## src/rtl/udp_send.sv

```systemverilog
// UDP transmit framer: prepends the 8-byte UDP header to an application
// payload stream and forwards the datagram byte-wise toward the IP layer.
module udp_send #(
  parameter int MAX_PAYLOAD = 1472
) (
  input  logic        clk,
  input  logic        reset,
  input  logic        hdr_valid_in,
  output logic        hdr_ready_out,
  input  logic [15:0] src_port_in,
  input  logic [15:0] dest_port_in,
  input  logic [15:0] payload_len_in,
  input  logic [7:0]  udpdata_tdata_in,
  input  logic        udpdata_tvalid_in,
  input  logic        udpdata_tlast_in,
  output logic        udpdata_tready_out,
  output logic [7:0]  udp_axis_tdata_out,
  output logic        udp_axis_tvalid_out,
  output logic        udp_axis_tlast_out,
  input  logic        udp_axis_tready_in,
  output logic        len_err_out,
  output logic        busy_out
);

  typedef enum logic [1:0] {
    IDLE,
    HDR,
    PAYLOAD,
    DRAIN
  } state_t;

  state_t      state;
  logic [15:0] src_port;
  logic [15:0] dest_port;
  logic [15:0] payload_len;
  logic [15:0] remaining;
  logic [15:0] udp_len;
  logic [2:0]  hdr_idx;
  logic        last_loaded;
  logic        drain_seen;

  logic hdr_accept;
  logic len_bad;
  logic out_fire;
  logic in_fire;
  logic drain_end;

  assign udp_len   = payload_len + 16'd8;
  assign len_bad   = (payload_len_in == 16'd0) ||
                     (int'(payload_len_in) > MAX_PAYLOAD);
  assign hdr_accept = hdr_valid_in && (state == IDLE);
  assign out_fire  = udp_axis_tvalid_out && udp_axis_tready_in;
  assign in_fire   = udpdata_tvalid_in && udpdata_tready_out;
  assign drain_end = drain_seen || (in_fire && udpdata_tlast_in);

  assign hdr_ready_out = (state == IDLE);
  assign busy_out      = (state != IDLE);

  // last_loaded stops intake once the final byte sits in the output register
  always_comb begin
    udpdata_tready_out = 1'b0;
    unique case (state)
      PAYLOAD:
        udpdata_tready_out = (!udp_axis_tvalid_out || udp_axis_tready_in)
                             && !last_loaded;
      DRAIN:   udpdata_tready_out = !drain_seen;
      default: udpdata_tready_out = 1'b0;
    endcase
  end

  function automatic logic [7:0] hdr_byte(input logic [2:0] idx);
    logic [7:0] b;
    unique case (idx)
      3'd0:    b = src_port[15:8];
      3'd1:    b = src_port[7:0];
      3'd2:    b = dest_port[15:8];
      3'd3:    b = dest_port[7:0];
      3'd4:    b = udp_len[15:8];
      3'd5:    b = udp_len[7:0];
      default: b = 8'h00;
    endcase
    return b;
  endfunction

  always_ff @(posedge clk or posedge reset) begin
    if (reset) begin
      state               <= IDLE;
      src_port            <= '0;
      dest_port           <= '0;
      payload_len         <= '0;
      remaining           <= '0;
      hdr_idx             <= '0;
      last_loaded         <= 1'b0;
      drain_seen          <= 1'b0;
      udp_axis_tdata_out  <= '0;
      udp_axis_tvalid_out <= 1'b0;
      udp_axis_tlast_out  <= 1'b0;
      len_err_out         <= 1'b0;
    end else begin
      len_err_out <= 1'b0;
      unique case (state)
        IDLE: begin
          if (hdr_accept) begin
            if (len_bad) begin
              len_err_out <= 1'b1;
            end else begin
              src_port            <= src_port_in;
              dest_port           <= dest_port_in;
              payload_len         <= payload_len_in;
              remaining           <= payload_len_in;
              hdr_idx             <= 3'd0;
              udp_axis_tdata_out  <= src_port_in[15:8];
              udp_axis_tvalid_out <= 1'b1;
              udp_axis_tlast_out  <= 1'b0;
              state               <= HDR;
            end
          end
        end
        HDR: begin
          if (out_fire) begin
            if (hdr_idx == 3'd7) begin
              udp_axis_tvalid_out <= 1'b0;
              state               <= PAYLOAD;
            end else begin
              hdr_idx            <= hdr_idx + 3'd1;
              udp_axis_tdata_out <= hdr_byte(hdr_idx + 3'd1);
            end
          end
        end
        PAYLOAD: begin
          if (in_fire) begin
            udp_axis_tdata_out  <= udpdata_tdata_in;
            udp_axis_tvalid_out <= 1'b1;
            remaining           <= remaining - 16'd1;
            if (remaining == 16'd1) begin
              udp_axis_tlast_out <= 1'b1;
              if (udpdata_tlast_in) begin
                last_loaded <= 1'b1;
              end else begin
                len_err_out <= 1'b1;
                state       <= DRAIN;
              end
            end else if (udpdata_tlast_in) begin
              udp_axis_tlast_out <= 1'b1;
              last_loaded        <= 1'b1;
              len_err_out        <= 1'b1;
            end else begin
              udp_axis_tlast_out <= 1'b0;
            end
          end else if (out_fire) begin
            udp_axis_tvalid_out <= 1'b0;
            udp_axis_tlast_out  <= 1'b0;
            if (last_loaded) begin
              last_loaded <= 1'b0;
              state       <= IDLE;
            end
          end
        end
        DRAIN: begin
          if (out_fire) begin
            udp_axis_tvalid_out <= 1'b0;
            udp_axis_tlast_out  <= 1'b0;
          end
          // leave only once the input tail is gone and the last byte is out
          if (drain_end && (!udp_axis_tvalid_out || out_fire)) begin
            drain_seen <= 1'b0;
            state      <= IDLE;
          end else if (in_fire && udpdata_tlast_in) begin
            drain_seen <= 1'b1;
          end
        end
        default: state <= IDLE;
      endcase
    end
  end

endmodule

```

## config.mk

```make
export PLATFORM = sky130hd
export DESIGN_NAME = udp_send
export DESIGN_NICKNAME = d
export VERILOG_FILES = /design/src/rtl/udp_send.sv
export SDC_FILE = /design/constraint.sdc
export NUM_CORES = 1
export LEC_CHECK = 0
export CAP_MARGIN = 20
export CORE_MARGIN = 5
export CORE_UTILIZATION = 55
export CTS_BUF_LIST = sky130_fd_sc_hd__clkbuf_8
export CTS_CLUSTER_DIAMETER = 150
export CTS_CLUSTER_SIZE = 30
export DETAILED_ROUTE_END_ITERATION = 7
export HOLD_SLACK_MARGIN = 0.05
export MAX_ROUTING_LAYER = met4
export PLACE_DENSITY = 0.82
export SLEW_MARGIN = 20
export SYNTH_ARGS = -nofsm -noshare
export SYNTH_HDL_FRONTEND = slang
export SYNTH_SLANG_ARGS = --single-unit
```

## constraint.sdc

```tcl
create_clock -name clk -period 6.75 [get_ports clk]
set_input_delay 1.0125 -clock clk [delete_from_list [all_inputs] [get_ports clk]]
set_output_delay 1.0125 -clock clk [all_outputs]
set_load 0.01 [all_outputs]
```

# After elaboration in Yosys (flattened, before gate mapping)

Index checks and enable logic that the tools add are counted.

Register bits: 82
Latch bits: 0
Bits in writable memories: 0
Memory bits (read-only): 0
Input port bits: 62
Output and inout port bits: 14
Memories kept: 0

Add/sub/neg operators: 3
Multiply operators: 0
Divide/modulo/power cells: 0
$lt $le $gt $ge: 1
Eq/ne operators: 22
Shift-type cells: 0
Multiplexer cells: 53
Bitwise operators: 1
Reduce and logical (&&, ||, !) cells: 32

Operators with widths:

| kind                                                                              | number |
|---|---|
| 16-bit two-way mux                                                                | 3 |
| 8-bit case mux with 6 select lines                                                | 1 |
| 8-bit two-way mux                                                                 | 5 |
| 16-bit case mux with 2 select lines                                               | 1 |
| 8-bit case mux with 3 select lines                                                | 1 |
| 1-bit two-way mux                                                                 | 22 |
| 2-bit two-way mux                                                                 | 10 |
| 16-bit by 4-bit adder with 16-bit output, second input constant                   | 1 |
| 16-bit by 1-bit equality test with 1-bit output, second input constant            | 1 |
| 16-bit by 11-bit greater-than comparator with 1-bit output, second input constant | 1 |
| 16-bit zero test                                                                  | 1 |
| 16-bit by 1-bit subtractor with 16-bit output, second input constant              | 1 |
| 2-bit != test, second input constant                                              | 7 |
| 3-bit two-way mux                                                                 | 4 |
| 3-bit != test, second input constant                                              | 4 |
| 2-bit nonzero test                                                                | 5 |
| 3-bit equality test, second input constant                                        | 3 |
| 3-bit AND reduction                                                               | 3 |
| 9-bit AND reduction                                                               | 1 |
| 2-bit case mux with 4 select lines                                                | 1 |
| 4-bit AND reduction                                                               | 2 |
| 3-bit by 2-bit equality test with 1-bit output, second input constant             | 2 |
| 1-bit logical AND                                                                 | 6 |
| 3-bit case mux with 2 select lines                                                | 1 |
| 17 further kinds                                                                  | 25 |

# Longest topological paths before layout

Depth in word-level cells: 10
Mapped depth: 10
Depth with buffers taken out: 7

# Worst setup path before layout

OpenSTA, ideal clock, no wires.

Path type: register to output
From: register state[0]
To: output port udpdata_tready_out
Arrival time: 2087 ps
Required time: 5738 ps
Slack: 3651 ps
Cell stages (with the launch flop): 8
Path buffers: 4
Path through: dfrtp_1 > inv_1 > ha_1 > clkbuf_1 > clkbuf_1 > buf_1 > buf_1 > a21o_1

Longest elaborated chain between the ends: 2
Elaborated cells between the ends (all ways): 3
Classes of those cells: eq/ne: 2; mux: 1

RTL lines:

| item                                   | line | source |
|---|---|---|
| start: declaration                     | 32   | `state_t state;` |
| start signal: assignment               | 87   | `state <= IDLE;` |
| start signal: assignment               | 115  | `state <= HDR;` |
| start signal: assignment               | 123  | `state <= PAYLOAD;` |
| 2-bit equality test                    | 62   | `unique case (state)` |
| 1-bit case mux with 2 select lines (*) | 62   |  |
| end: declaration                       | 16   | `output logic udpdata_tready_out,` |

Mark *: on every way between the ends. The rest lies on a longest branch, timed or not.

# Final worst setup path

From: input port udp_axis_tready_in
To: output port udpdata_tready_out

Longest elaborated chain between the ends: 3

RTL lines:

| item                               | line | source |
|---|---|---|
| start: declaration                 | 20   | `input logic udp_axis_tready_in,` |
| 1-bit logical OR                   | 64   | `udpdata_tready_out = (!udp_axis_tvalid_out \|\| udp_axis_tready_in)` |
| 1-bit logical AND                  | 65   | `&& !last_loaded;` |
| 1-bit case mux with 2 select lines | 62   |  |

Every way passes these cells.

==> impl_metrics.json <==
{
  "synth-edff-count": 0,
  "die_x_um": 103,
  "tns_ns": 0,
  "die_y_um": 103,
  "fillers": 677,
  "cts.sinks": 82,
  "ioPinCount": 76,
  "ys_ff_latch": 82,
  "hp-class": "flip-flop to flip-flop",
  "gr-total-overflow": 0,
  "coreArea_um2": 8590,
  "cts_setup_buffers": 0,
  "p_leak_nw": 2.49,
  "ant_nets": 0,
  "critPathTopFamily": "buffers and inverters",
  "maxCapViolCount": 0,
  "synthFlopType": "dfrtp_1",
  "grtUsageTotal": 0.252,
  "clock_path_buffers": 2,
  "nNetsFinal": 604,
  "crit_top_cell": "clkdlybuf4s50_1",
  "ys_warn_count": 0,
  "wl_um": 12500,
  "syn2layout_area_growth_pct": 20.5,
  "syn-num-nets": 545,
  "rsz0062_at_grt": "no",
  "syn_area_per_cell_um2": 10.2,
  "final_cell_mix": "82 x dfrtp_1, 75 x clkdlybuf4s50_1, 47 x mux2_2",
  "worst_clock_skew_ns": 0.0107,
  "drive_gt1_frac": 0.156,
  "synthesis.area_um2": 4780,
  "first_pass_iters": 8,
  "viasPerCell": 6.35,
  "cp_slowest_stage_delay_ns": 0.51,
  "mostFrequentLayoutCell": "dfrtp_1",
  "critPathSlowestCell": "clkdlybuf4s50_1",
  "final_hold_viol_count": 0,
  "ys_seq_area_frac": 0.429,
  "cp_num_buf_inv": 2,
  "crit_chain": "clkdlybuf4s50_1 > nor2b_1 > nor2_1 > a21o_1 > clkdlybuf4s50_1",
  "ctsResizeCount": 0,
  "worst_slew_pin_slew_ns": 0.746,
  "dp_hpwl_um": 9090,
  "max_slew_margin": 0.502,
  "dr.first_iter.drc_count": 302,
  "cts_hold_buf": 0,
  "postSynthCellCount": 468,
  "antenna_found_initial": 0,
  "grt_pass1_wl_um": 20000,
  "gp_congestion": 0.835,
  "route.detailed.drc": 0,
  "endpoint_kind": "primary output",
  "synth_cell_type_count": 68,
  "initial_utilization": 0.557,
  "fin_crit_sh": 0.544,
  "crit_fanout": 6,
  "root_buffer": "clkbuf_8",
  "fin_util": 0.671,
  "required_ns": 5.74,
  "critPathKind": "primary input to primary output",
  "ir_drop_mv": 0.191,
  "vias": 4066,
  "portBuffers": 75,
  "synthArstFlopShare": 1.00,
  "stdcell_count": 640,
  "arrival_ns": 2.66,
  "status": "finished clean",
  "critPathLaunchType": "primary input",
  "grt_pass1_vias": 4115,
  "grt_start_max_net_pins": 83,
  "dpl.cell_count": 624,
  "layout_min_cycle_time_ns": 3.67,
  "setup_viol": 0,
  "cts.reportedPaths.clkPinSlew_ns": 0.08,
  "htreeDepth": 3,
  "die-area_um2": 10700,
  "fmax_mhz": 272,
  "avgRoutedWirePerCell_um": 19.6,
  "diodes": 0,
  "clkLatencyLatePin_ns": 0.37,
  "drv_slew": 0,
  "rows": 34,
  "cts_buffers": 9,
  "cts_tree": "built",
  "power_density_nw_per_um2": 384
}
## cell type report
cell class	instances	area [um^2]	share of cell area
Multi-Input combinational cell	335	2490	0.432
Sequential cell	82	2050	0.356
Timing Repair Buffer	78	777	0.135
Tap cell	108	135	0.0234
Clock buffer	9	124	0.0215
Clock inverter	7	106	0.0185
Inverter	21	80.1	0.0139
## cell families after synthesis
| logic type | share of synthesized area |
|---|---|
| compound gates | 0.202 |
| xor+xnor | 0.0201 |
| fa+ha+maj | 0.0392 |
| buf+inv | 0.0505 |
| flops | 0.429 |
| mux | 0.117 |
| simple gates | 0.143 |
## Yosys cell counts, types with 3 or more instances
master,n,area share
mux2_2,47,0.11
o211ai_1,5,0.0078
o21ai_0,23,0.024
o21a_1,3,0.0047
nor4_1,5,0.0065
o22ai_1,16,0.021
a21oi_1,14,0.015
nand2_1,35,0.027
or3_1,5,0.0065
a21o_1,3,0.0047
buf_1,5,0.0039
a211oi_1,4,0.0063
a222oi_1,5,0.010
or4_1,4,0.0063
ha_1,15,0.039
o31ai_1,10,0.016
a31oi_1,5,0.0065
nor3_1,15,0.016
xnor2_1,4,0.0073
nor2_1,25,0.020
nand4_1,3,0.0039
buf_4,4,0.0063
buf_6,4,0.0094
inv_1,21,0.016
mux2i_1,3,0.0063
a221oi_1,3,0.0055
a211o_1,5,0.0092
dfrtp_1,82,0.43
and2_1,7,0.0092
nor2b_1,3,0.0039
nand3_1,14,0.015
clkbuf_1,13,0.010
a22o_1,4,0.0073
buf_2,4,0.0042
a221oi_2,4,0.013
xor2_1,7,0.013
## metrics by stage
stage / area [um^2] / worst slack (ns) / hold slack [ns] / power, mW
final: 5760 / 3.08 / 0.485 / 2.22
after global routing: 5760 / 2.97 / 0.524 / 2.35
after CTS: 5760 / 3.08 / 0.489 / 2.20
after detailed placement: 5530 / 2.92 / 0.469 / 1.78
after global placement: 5530 / 2.94 / 0.459 / 1.73
after floorplan: 4780 / 3.63 / 0.444 / 1.48
## worst paths after layout
check	from	slack [ns]	to	cells after the start
worst max register to register	state[0]$_DFFE_PP0P_	4.11	udp_axis_tdata_out[7]$_DFFE_PP0P_	7
worst min register to register	payload_len[2]$_DFFE_PP0P_	0.48	payload_len[2]$_DFFE_PP0P_	2
min in group asynchronous	reset	1.16	drain_seen$_DFFE_PP0P_	3
worst min-delay path	payload_len[2]$_DFFE_PP0P_	0.48	payload_len[2]$_DFFE_PP0P_	2
max in group asynchronous	reset	5.08	udp_axis_tdata_out[1]$_DFFE_PP0P_	3
worst max-delay path	udp_axis_tready_in	3.08	udpdata_tready_out	5
## sequential cells by signal, indices dropped and copies added (netlist names)
| signal | count |
|---|---|
| dest_port | 16 |
| payload_len | 16 |
| remaining | 16 |
| src_port | 16 |
| udp_axis_tdata_out | 8 |
| hdr_idx | 3 |
| state | 2 |
| drain_seen | 1 |
| last_loaded | 1 |
| len_err_out | 1 |
| udp_axis_tlast_out | 1 |
| udp_axis_tvalid_out | 1 |
## worst reg2reg max path: cells and delay by family, from the launching register on
family	cells	cell delay, ns
and+or+nand+nor	2	0.90
AOI/OAI and AO/OA	2	0.60
DFF	1	0.45
buffers and inverters	2	0.39
adders and majority gates	1	0.20
## routing by layer
metal  part of all wire  track usage
met2               0.51        0.420
met1               0.40        0.300
met3              0.069       0.0530
met4              0.028       0.0976
met5                  0            -
## where the power goes
part	total, mW	leakage [nW]	switching, mW	internal (mW)
clock	0.418	0.117	0.202	0.216
sequential	0.790	1.05	0.147	0.644
combinational	1.01	1.32	0.558	0.450
total	2.22	2.49	0.907	1.31
(Power assumes the default switching activity.)
